[src/rtl/inst_fetch_unit_pkg.sv]
// Shared fetch-stage definitions: bus widths, chip-enable levels, PC increment.
// Imported by inst_fetch_unit and if_skid_fifo.
package inst_fetch_unit_pkg;

  localparam int unsigned INST_ADDR_BUS_W = 32;   // InstAddrBus
  localparam int unsigned INST_BUS_W      = 32;   // InstBus
  localparam int unsigned PC_INCR         = 4;    // bytes per instruction
  localparam int unsigned FIFO_DEPTH      = 2;
  localparam int unsigned FIFO_CNT_W      = 2;

  localparam logic CHIP_ENABLE  = 1'b1;
  localparam logic CHIP_DISABLE = 1'b0;

  typedef logic [FIFO_CNT_W-1:0] fifo_cnt_t;

endpackage

[src/rtl/inst_fetch_unit_skid_fifo.sv]
// if_skid_fifo: 2-entry FIFO with registered head, push/pop/flush.
// Entry 0 is always the head, so head outputs come straight from flops.
// Ports: clk, rst_n (async active-low), push_i, pop_i, flush_i, wdata_i,
//        count_o, head_valid_o, head_data_o.
module if_skid_fifo
  import inst_fetch_unit_pkg::*;
#(
  parameter int unsigned DATA_W = 64
) (
  input  logic              clk,
  input  logic              rst_n,
  input  logic              push_i,
  input  logic              pop_i,
  input  logic              flush_i,
  input  logic [DATA_W-1:0] wdata_i,
  output fifo_cnt_t         count_o,
  output logic              head_valid_o,
  output logic [DATA_W-1:0] head_data_o
);

  fifo_cnt_t         count_q, count_d;
  logic              valid_q, valid_d;
  logic [DATA_W-1:0] e0_q, e0_d;
  logic [DATA_W-1:0] e1_q, e1_d;
  logic              pop_ok_c;
  logic              push_ok_c;
  logic              wr_e0_c;

  // Next-state: flush wins; a pop shifts entry 1 forward before the tail write.
  always_comb begin
    count_d   = count_q;
    e0_d      = e0_q;
    e1_d      = e1_q;
    pop_ok_c  = pop_i & (count_q != fifo_cnt_t'(0));
    push_ok_c = push_i & ((count_q < fifo_cnt_t'(FIFO_DEPTH)) | pop_ok_c);
    wr_e0_c   = (count_q == fifo_cnt_t'(0)) |
                ((count_q == fifo_cnt_t'(1)) & pop_ok_c);
    if (flush_i) begin
      count_d = fifo_cnt_t'(0);
    end else begin
      if (pop_ok_c) begin
        e0_d = e1_q;
      end
      if (push_ok_c) begin
        if (wr_e0_c) begin
          e0_d = wdata_i;
        end else begin
          e1_d = wdata_i;
        end
      end
      count_d = count_q + fifo_cnt_t'(push_ok_c) - fifo_cnt_t'(pop_ok_c);
    end
    valid_d = (count_d != fifo_cnt_t'(0));
  end

  always_ff @(posedge clk or negedge rst_n) begin
    if (!rst_n) begin
      count_q <= '0;
      valid_q <= 1'b0;
      e0_q    <= '0;
      e1_q    <= '0;
    end else begin
      count_q <= count_d;
      valid_q <= valid_d;
      e0_q    <= e0_d;
      e1_q    <= e1_d;
    end
  end

  assign count_o      = count_q;
  assign head_valid_o = valid_q;
  assign head_data_o  = e0_q;

endmodule

[src/rtl/inst_fetch_unit.sv]
// Instruction fetch stage: owns the PC, drives the ROM, buffers {pc, inst}
// pairs in a 2-entry skid FIFO toward decode; branch redirect flushes.
// Optional macro IF_PERF_CNT_EN adds perf_fetch_cnt_o / perf_stall_cnt_o.
// Ports: clk, rst (async active-low), rom_addr_o, rom_ce_o, rom_data_i,
//        branch_flag_i, branch_target_i, if_valid_o, if_pc_o, if_inst_o,
//        id_ready_i [, perf_fetch_cnt_o, perf_stall_cnt_o].
module inst_fetch_unit
  import inst_fetch_unit_pkg::*;
#(
  parameter int unsigned       ADDR_W   = INST_ADDR_BUS_W,
  parameter int unsigned       INST_W   = INST_BUS_W,
  parameter logic [ADDR_W-1:0] RESET_PC = '0
) (
  input  logic              clk,
  input  logic              rst,
  output logic [ADDR_W-1:0] rom_addr_o,
  output logic              rom_ce_o,
  input  logic [INST_W-1:0] rom_data_i,
  input  logic              branch_flag_i,
  input  logic [ADDR_W-1:0] branch_target_i,
  output logic              if_valid_o,
  output logic [ADDR_W-1:0] if_pc_o,
  output logic [INST_W-1:0] if_inst_o,
`ifdef IF_PERF_CNT_EN
  output logic [31:0]       perf_fetch_cnt_o,
  output logic [31:0]       perf_stall_cnt_o,
`endif
  input  logic              id_ready_i
);

  localparam int unsigned ENTRY_W = ADDR_W + INST_W;

  logic [ADDR_W-1:0]  pc_q, pc_d;
  logic               rom_ce_q, rom_ce_d;
  logic               pop_c;
  logic               push_c;
  fifo_cnt_t          count;
  logic               head_valid;
  logic [ENTRY_W-1:0] head_data;

  assign pop_c  = head_valid & id_ready_i;
  assign push_c = rom_ce_q & ~branch_flag_i &
                  ((count < fifo_cnt_t'(FIFO_DEPTH)) | pop_c);

  // PC next-state: redirect > push-advance > hold (full buffer re-reads).
  always_comb begin
    pc_d     = pc_q;
    rom_ce_d = CHIP_ENABLE;
    if (branch_flag_i) begin
      pc_d = {branch_target_i[ADDR_W-1:2], 2'b00};
    end else if (push_c) begin
      pc_d = pc_q + ADDR_W'(PC_INCR);
    end
  end

  always_ff @(posedge clk or negedge rst) begin
    if (!rst) begin
      pc_q     <= RESET_PC;
      rom_ce_q <= CHIP_DISABLE;
    end else begin
      pc_q     <= pc_d;
      rom_ce_q <= rom_ce_d;
    end
  end

  // Redirect leaves the head unconsumed, so pop is masked by the branch.
  if_skid_fifo #(
    .DATA_W (ENTRY_W)
  ) u_skid_fifo (
    .clk          (clk),
    .rst_n        (rst),
    .push_i       (push_c),
    .pop_i        (pop_c & ~branch_flag_i),
    .flush_i      (branch_flag_i),
    .wdata_i      ({pc_q, rom_data_i}),
    .count_o      (count),
    .head_valid_o (head_valid),
    .head_data_o  (head_data)
  );

  assign rom_addr_o = pc_q;
  assign rom_ce_o   = rom_ce_q;
  assign if_valid_o = head_valid;
  assign if_pc_o    = head_data[ENTRY_W-1:INST_W];
  assign if_inst_o  = head_data[INST_W-1:0];

`ifdef IF_PERF_CNT_EN
  logic [31:0] fetch_cnt_q, fetch_cnt_d;
  logic [31:0] stall_cnt_q, stall_cnt_d;

  // Stall = ROM enabled but nothing accepted and no redirect.
  always_comb begin
    fetch_cnt_d = fetch_cnt_q;
    stall_cnt_d = stall_cnt_q;
    if (push_c) begin
      fetch_cnt_d = fetch_cnt_q + 32'd1;
    end
    if (rom_ce_q & ~push_c & ~branch_flag_i) begin
      stall_cnt_d = stall_cnt_q + 32'd1;
    end
  end

  always_ff @(posedge clk or negedge rst) begin
    if (!rst) begin
      fetch_cnt_q <= '0;
      stall_cnt_q <= '0;
    end else begin
      fetch_cnt_q <= fetch_cnt_d;
      stall_cnt_q <= stall_cnt_d;
    end
  end

  assign perf_fetch_cnt_o = fetch_cnt_q;
  assign perf_stall_cnt_o = stall_cnt_q;
`endif

endmodule

[config.mk]
export PLATFORM = sky130hd
export DESIGN_NAME = inst_fetch_unit
export DESIGN_NICKNAME = d
export VERILOG_FILES = /design/src/rtl/inst_fetch_unit_pkg.sv /design/src/rtl/inst_fetch_unit_skid_fifo.sv /design/src/rtl/inst_fetch_unit.sv
export SDC_FILE = /design/constraint.sdc
export NUM_CORES = 1
export LEC_CHECK = 0
export ABC_AREA = 0
export BUFFER_PORTS_ARGS = -buffer_cell sky130_fd_sc_hd__buf_2
export CORE_MARGIN = 2
export CORE_UTILIZATION = 55
export CTS_BUF_LIST = sky130_fd_sc_hd__clkbuf_4 sky130_fd_sc_hd__clkbuf_8
export CTS_CLUSTER_DIAMETER = 150
export DETAILED_ROUTE_END_ITERATION = 10
export GPL_TIMING_DRIVEN = 0
export PLACE_DENSITY = 0.89
export SLEW_MARGIN = 20
export SYNTH_ARGS = -nofsm -noshare
export SYNTH_HDL_FRONTEND = slang
export SYNTH_SLANG_ARGS = --single-unit
[constraint.sdc]
create_clock -name clk -period 5.6 [get_ports clk]
set_input_delay 1.68 -clock clk [delete_from_list [all_inputs] [get_ports clk]]
set_output_delay 1.68 -clock clk [all_outputs]
set_load 0.005 [all_outputs]
==> results of run 1 <==
metal layers:
metal	global-route usage, %	wire [um]	vias up
li1	-	-	2649
met1	32.2	7230	2800
met2	42.3	8540	233
met3	7.09	1300	19
met4	6.92	233	0
met5	0	0	-
worst max-delay path, cell delays in order:
cell and delay, ns:
buf_2 0.13, nand2_1 0.15, a211o_1 0.14, clkbuf_1 0.41
clkbuf_1 0.45, clkbuf_1 0.48, a21oi_1 0.15
synth_stat cells, types with 2 or more instances:
master,count,area (um2)
a21oi_1,63,315
a31oi_1,17,106
and2_1,2,12.5
and3_1,3,18.8
and3b_1,2,17.5
and4_1,3,26.3
buf_1,3,11.3
buf_2,15,75.1
buf_4,2,15.0
clkbuf_1,22,82.6
conb_1,2,7.51
dfrtp_1,160,4000
ha_1,2,25.0
inv_1,4,15.0
mux2_2,63,709
mux2i_1,63,631
nand2_1,22,82.6
nand2b_1,2,12.5
nand3_1,13,65.1
nand3b_1,2,15.0
nand4_1,11,68.8
nor2_1,82,308
nor3_1,3,15.0
nor4_1,2,12.5
o211ai_1,3,22.5
o21ai_0,12,60.1
o31ai_1,17,128
or3_1,2,12.5
or4_1,18,135
xnor2_1,5,43.8
xor2_1,5,43.8
power by group:
part / internal, mW / total [mW] / switching, mW
sequential: 1.46 / 1.66 / 0.195
combinational: 0.350 / 0.628 / 0.278
clock: 0.482 / 0.878 / 0.396
cell families after synthesis:
group                      Yosys count  synth area share [%]
AOI/OAI and AO/OA                  116                  9.38
buffers and inverters               48                  3.10
other                                2                 0.104
and+or+nand+nor                    172                  11.8
xor gates and xnor gates            10                  1.21
DFF                                160                  55.5
adders and majority gates            2                 0.347
muxes                              126                  18.6
sequential cells by signal (all words and copies together), names as in the netlist:
| signal | count |
|---|---|
| rom_addr_o | 30 |
| u_skid_fifo.head_valid_o | 1 |
| u_skid_fifo.count_o | 2 |
| u_skid_fifo.head_data_o | 64 |
| rom_ce_o | 1 |
| u_skid_fifo.e1_q | 62 |
final cells by class:
type	count	share of cell area (%)
Timing Repair Buffer	162	9.71
Buffer	44	2.41
Clock buffer	22	3.41
Clock inverter	6	1.24
Tap cell	172	2.48
Sequential cell	160	46.1
Inverter	4	0.173
Multi-Input combinational cell	429	34.5
stage by stage:
step	power [mW]	instances	setup WS (ns)	util, %	hold WS (ns)
after floorplan	2.01	637	2.56	-	0.480
after global placement	2.26	970	0.493	64.8	0.491
after detailed placement	2.31	971	1.76	65.1	0.496
after CTS	3.19	999	2.24	68.3	0.512
after global routing	3.33	999	2.12	68.3	0.517
final	3.16	999	2.30	68.3	0.511
layout by cell type, fill, tap and decap left out, types with 4 or more instances in the layout:
| master | instances |
|---|---|
| a21oi_1 | 63 |
| xnor2_1 | 5 |
| o31ai_1 | 17 |
| clkbuf_8 | 22 |
| dfrtp_1 | 160 |
| nand3_1 | 13 |
| buf_2 | 175 |
| clkbuf_1 | 22 |
| inv_1 | 4 |
| xor2_1 | 5 |
| a31oi_1 | 17 |
| o21ai_0 | 12 |
| nor2_1 | 82 |
| or4_1 | 18 |
| nand4_1 | 11 |
| mux2_2 | 63 |
| nand2_1 | 22 |
| mux2i_1 | 63 |
worst max path at each step:
stage                                       end  slack (ns)  depth (start not counted)
global route        u_skid_fifo.head_data_o[40]        2.12                          7
detailed placement  u_skid_fifo.head_data_o[43]        1.76                          7
global placement    u_skid_fifo.head_data_o[41]        0.49                          1
CTS                 u_skid_fifo.head_data_o[38]        2.24                          7
floorplan                        rom_addr_o[25]        2.56                          5
finish              u_skid_fifo.head_data_o[45]        2.30                          7
==> flow_summary.json, run 1 <==
{
  "status": "completed",
  "ys_types": 42,
  "synth_edf_count": 0,
  "cts_tree": "yes",
  "hold_buffers": 0,
  "cts_max_level": 4,
  "clk_latency_ns": 0.45,
  "drv_cap": 0,
  "whs_endpoint": "u_skid_fifo.e1_q[19]",
  "crit_path_end_kind": "flip-flop",
  "die_h_um": 119,
  "yosysSeqAreaShare_pct": 55.5,
  "ys_ff_latch": 160,
  "antenna_left": 0,
  "fin_nets": 888,
  "drt_wl_total_um": 17300,
  "cts-root-buf": "clkbuf_8",
  "post_cts_buffers": 0,
  "worstPathArrival_ns": 3.61,
  "cts_num_sinks": 160,
  "syn_area_per_cell_um2": 11.4,
  "hold_viol": 0,
  "firstDrtPassIters": 5,
  "rrSetupSlack_ns": 3.13,
  "grt_start_max_net_pins": 86,
  "setup_viol": 0,
  "finalInstanceArea_um2": 8690,
  "drc": 0,
  "core.rowCount": 41,
  "ctsResizeCount": 0,
  "clockBufferDepth": 2,
  "async_reset_ff_share_pct": 100,
  "final_layout_size_suffix_gt1_share_pct": 33.6,
  "wire_per_inst_um": 17.3,
  "critPathLaunch": "id_ready_i",
  "min-delay-start": "u_skid_fifo.e1_q[19]",
  "antenna_found_initial": 0,
  "holdPathStages": 1,
  "skew_ns": 0.00926,
  "crit_path_start_kind": "primary input",
  "core-area_um2": 12700,
  "path_class": "primary input to flip-flop",
  "vdd.ir_drop.worst_mv": 0.358,
  "dieArea_um2": 14100,
  "fin_crit_sh_pct": 59.0,
  "gr-total-overflow": 0,
  "grt_util_all_layers_pct": 25.2,
  "r2r-end": "u_skid_fifo.head_data_o[45]",
  "tightest_slew_ns": 0.855,
  "yosys_warnings": 0,
  "place_congestion": 0.839,
  "via_count": 5701,
  "rsz0062_at_grt": "false",
  "viasPerCell": 5.71,
  "dp_hpwl_um": 12100,
  "fillCellCount": 983,
  "cts_made_buffers": 17,
  "crit_required_ns": 5.91,
  "area_delta_synth_final_pct": 20.3,
  "dpl_cell_area_um2": 8280,
  "io_buffers": 161,
  "num_antenna_cells": 0,
  "finalSetupTns_ns": 0,
  "multiInputGateArea_um2": 3000,
  "grt_pass1_wl_um": 28200,
  "cts.clk_slew.worst_paths_ns": 0.08,
  "drv_slew": 0,
  "grt_pass1_vias": 5658,
  "p_per_area_nw_per_um2": 364,
  "fmax_ghz": 0.303,
  "seqCellArea_um2": 4000,
  "die_w_um": 119,
  "ios": 166,
  "hold_path.class": "flip-flop to flip-flop",
  "syn_inst": 636,
  "p_leak_nw": 3.74,
  "cp_max_fo": 10,
  "rr_worst_depth": 7,
  "ys.flop_type": "dfrtp_1",
  "worstReg2RegStart": "rom_ce_o",
  "drtIter0Drc": 389,
  "period_needed_ns": 3.30,
  "initial_core_util_pct": 56.7,
  "maxSlewHeadroom_pct": 43.0,
  "synth_area_um2": 7220
}
No activity file was read; power rests on OpenSTA's default activity.
==> inputs of run 2 (changes only) <==
Settings changed: CORE_UTILIZATION 55 to 51, PLACE_DENSITY 0.89 to 0.87.
Clock period 5.6 ns to 2.7 ns, I/O delays scaled along.
==> run 2 against run 1 <==
Against the previous run:
- register-to-register slack worse by 2.9 ns
- total power up 110%
- critical path depth unchanged
- routed wire length up 1.8%
- flip-flop and latch count unchanged
- hold slack worse by 0.19 ns
- critical endpoint is now u_skid_fifo.head_data_o[24]
- core utilization down 5.2 points
- global-route usage down 1.5 points
- cell count up 1.1%
- cell area up 0.33%
==> flow_summary.json, run 2 (synthesis gave the netlist of run 1 again) <==
{
  "fmax_ghz": 0.409,
  "skew_ns": 0.0129,
  "period_needed_ns": 2.44,
  "grt_start_max_net_pins": 86,
  "die_h_um": 123,
  "viasPerCell": 5.61,
  "setup_ws_ns": 0.257,
  "crit_path_cell_trace": "clkbuf_8 > nand2b_1 > a211o_1 > clkbuf_1 > clkbuf_1 > buf_1 > a21oi_1",
  "vdd.ir_drop.worst_mv": 0.357,
  "drv_slew": 0,
  "slowest_stage": "buf_1",
  "area_delta_synth_final_pct": 20.7,
  "place_congestion": 0.810,
  "crit_path_start_kind": "flip-flop",
  "fin_nets": 888,
  "dp_slack_ns": -0.301,
  "rr_worst_depth": 7,
  "cts_num_sinks": 160,
  "cts.clk_slew.worst_paths_ns": 0.09,
  "setup_viol": 0,
  "wire_per_inst_um": 17.4,
  "maxSlewHeadroom_pct": 47.2,
  "via_count": 5667,
  "ios": 166,
  "drv_cap": 0,
  "num_antenna_cells": 0,
  "cpMostUsedCell": "clkbuf_1",
  "finalSetupTns_ns": 0,
  "tightest_slew_ns": 0.792,
  "finalInstanceArea_um2": 8710,
  "core.rowCount": 43,
  "fin_hold_ws_ns": 0.316,
  "cp_top_family": "buffers and inverters",
  "cts_made_buffers": 17,
  "antenna_left": 0,
  "core-area_um2": 13800,
  "dieArea_um2": 15100,
  "grt_util_all_layers_pct": 23.7,
  "clockBufferDepth": 2,
  "final_layout_size_suffix_gt1_share_pct": 34.1,
  "rsz0062_at_grt": "false",
  "worstPathArrival_ns": 2.75,
  "initial_core_util_pct": 52.2,
  "grt_pass1_vias": 5497,
  "io_buffers": 161,
  "die_w_um": 123,
  "cp_max_fo": 10,
  "rrSetupSlack_ns": 0.26,
  "crit_path_end_kind": "flip-flop",
  "r2r-end": "u_skid_fifo.head_data_o[24]",
  "path_class": "flip-flop to flip-flop",
  "final_common_cell": "buf_2",
  "drc": 0,
  "status": "completed",
  "dp_hpwl_um": 12300,
  "worstReg2RegStart": "rom_ce_o",
  "drt_wl_total_um": 17600,
  "cts-root-buf": "clkbuf_8",
  "firstDrtPassIters": 4,
  "cts_max_level": 4,
  "clk_latency_ns": 0.46,
  "fin_crit_sh_pct": 90.5,
  "antenna_found_initial": 0,
  "hold_viol": 0,
  "p_per_area_nw_per_um2": 759,
  "gr-total-overflow": 0,
  "largest_reg_flops": 64,
  "grt_pass1_wl_um": 27700,
  "dpl_cell_area_um2": 8290,
  "path_buf_inv": 4,
  "p_leak_nw": 3.76,
  "hold_path.class": "primary input to asynchronous set/reset pin",
  "final_cell_mix": "175 x buf_2, 160 x dfrtp_1, 82 x nor2_1",
  "hold_buffers": 0,
  "cts_tree": "yes",
  "critical_path_depth": 7,
  "slowest_delay_ns": 0.46,
  "drtIter0Drc": 363,
  "crit_required_ns": 3.01
}
-- run 2: changes by cell type in the layout (fill, tap and decap cells not counted) --
| cell | previous run | this run |
|---|---|---|
| inv_6 | 0 | 2 |
| clkbuf_8 | 22 | 21 |
| clkbuf_4 | 1 | 2 |
| clkinv_2 | 2 | 3 |
| buf_1 | 3 | 2 |
| clkbuf_1 | 22 | 21 |
| clkbuf_2 | 0 | 2 |
-- run 2: metal layers --
layer	track usage (%)	vias to the layer above	part of all wire [%]
met5	0	-	0
met4	8.59	0	1.8
met3	5.30	26	6.3
met2	38.9	209	48
met1	31.1	2789	44
li1	-	2643	-
-- run 2: stage by stage --
stage                     power, mW  std cells  util [%]
after detailed placement       4.79        979      60.0
after global routing           6.97       1010      63.0
after CTS                      6.65       1010      63.0
after floorplan                4.17        637         -
after global placement         4.69        978      59.7
final                          6.61       1010      63.0
-- run 2: worst max path at each step --
stage	startpoint	endpoint	slack (ns)
floorplan	id_ready_i	rom_addr_o[25]	0.53
global placement	rst	u_skid_fifo.head_data_o[40]	-1.57
detailed placement	id_ready_i	u_skid_fifo.head_data_o[44]	-0.30
CTS	rom_ce_o	u_skid_fifo.head_data_o[44]	0.16
global route	rom_ce_o	u_skid_fifo.head_data_o[40]	0.07
finish	rom_ce_o	u_skid_fifo.head_data_o[24]	0.26
-- run 2: what timing repair did --
item,4_1_cts,5_1_grt
setup buffers,0,0
endpoints found under the setup margin,0,2
resized for setup,0,3
-- run 2: layout make-up --
type,count,area (um2)
Buffer,44,211
Clock buffer,22,290
Clock inverter,9,130
Fill cell,1095,5110
Inverter,4,15.0
Multi-Input combinational cell,429,3000
Sequential cell,160,4000
Tap cell,180,225
Timing Repair Buffer,162,843
-- run 2: power breakdown --
| group | switching (mW) | total [mW] | internal [mW] |
|---|---|---|---|
| combinational | 0.568 | 1.29 | 0.725 |
| sequential | 0.405 | 3.44 | 3.03 |
| clock | 0.875 | 1.88 | 1.01 |
| total | 1.85 | 6.61 | 4.77 |
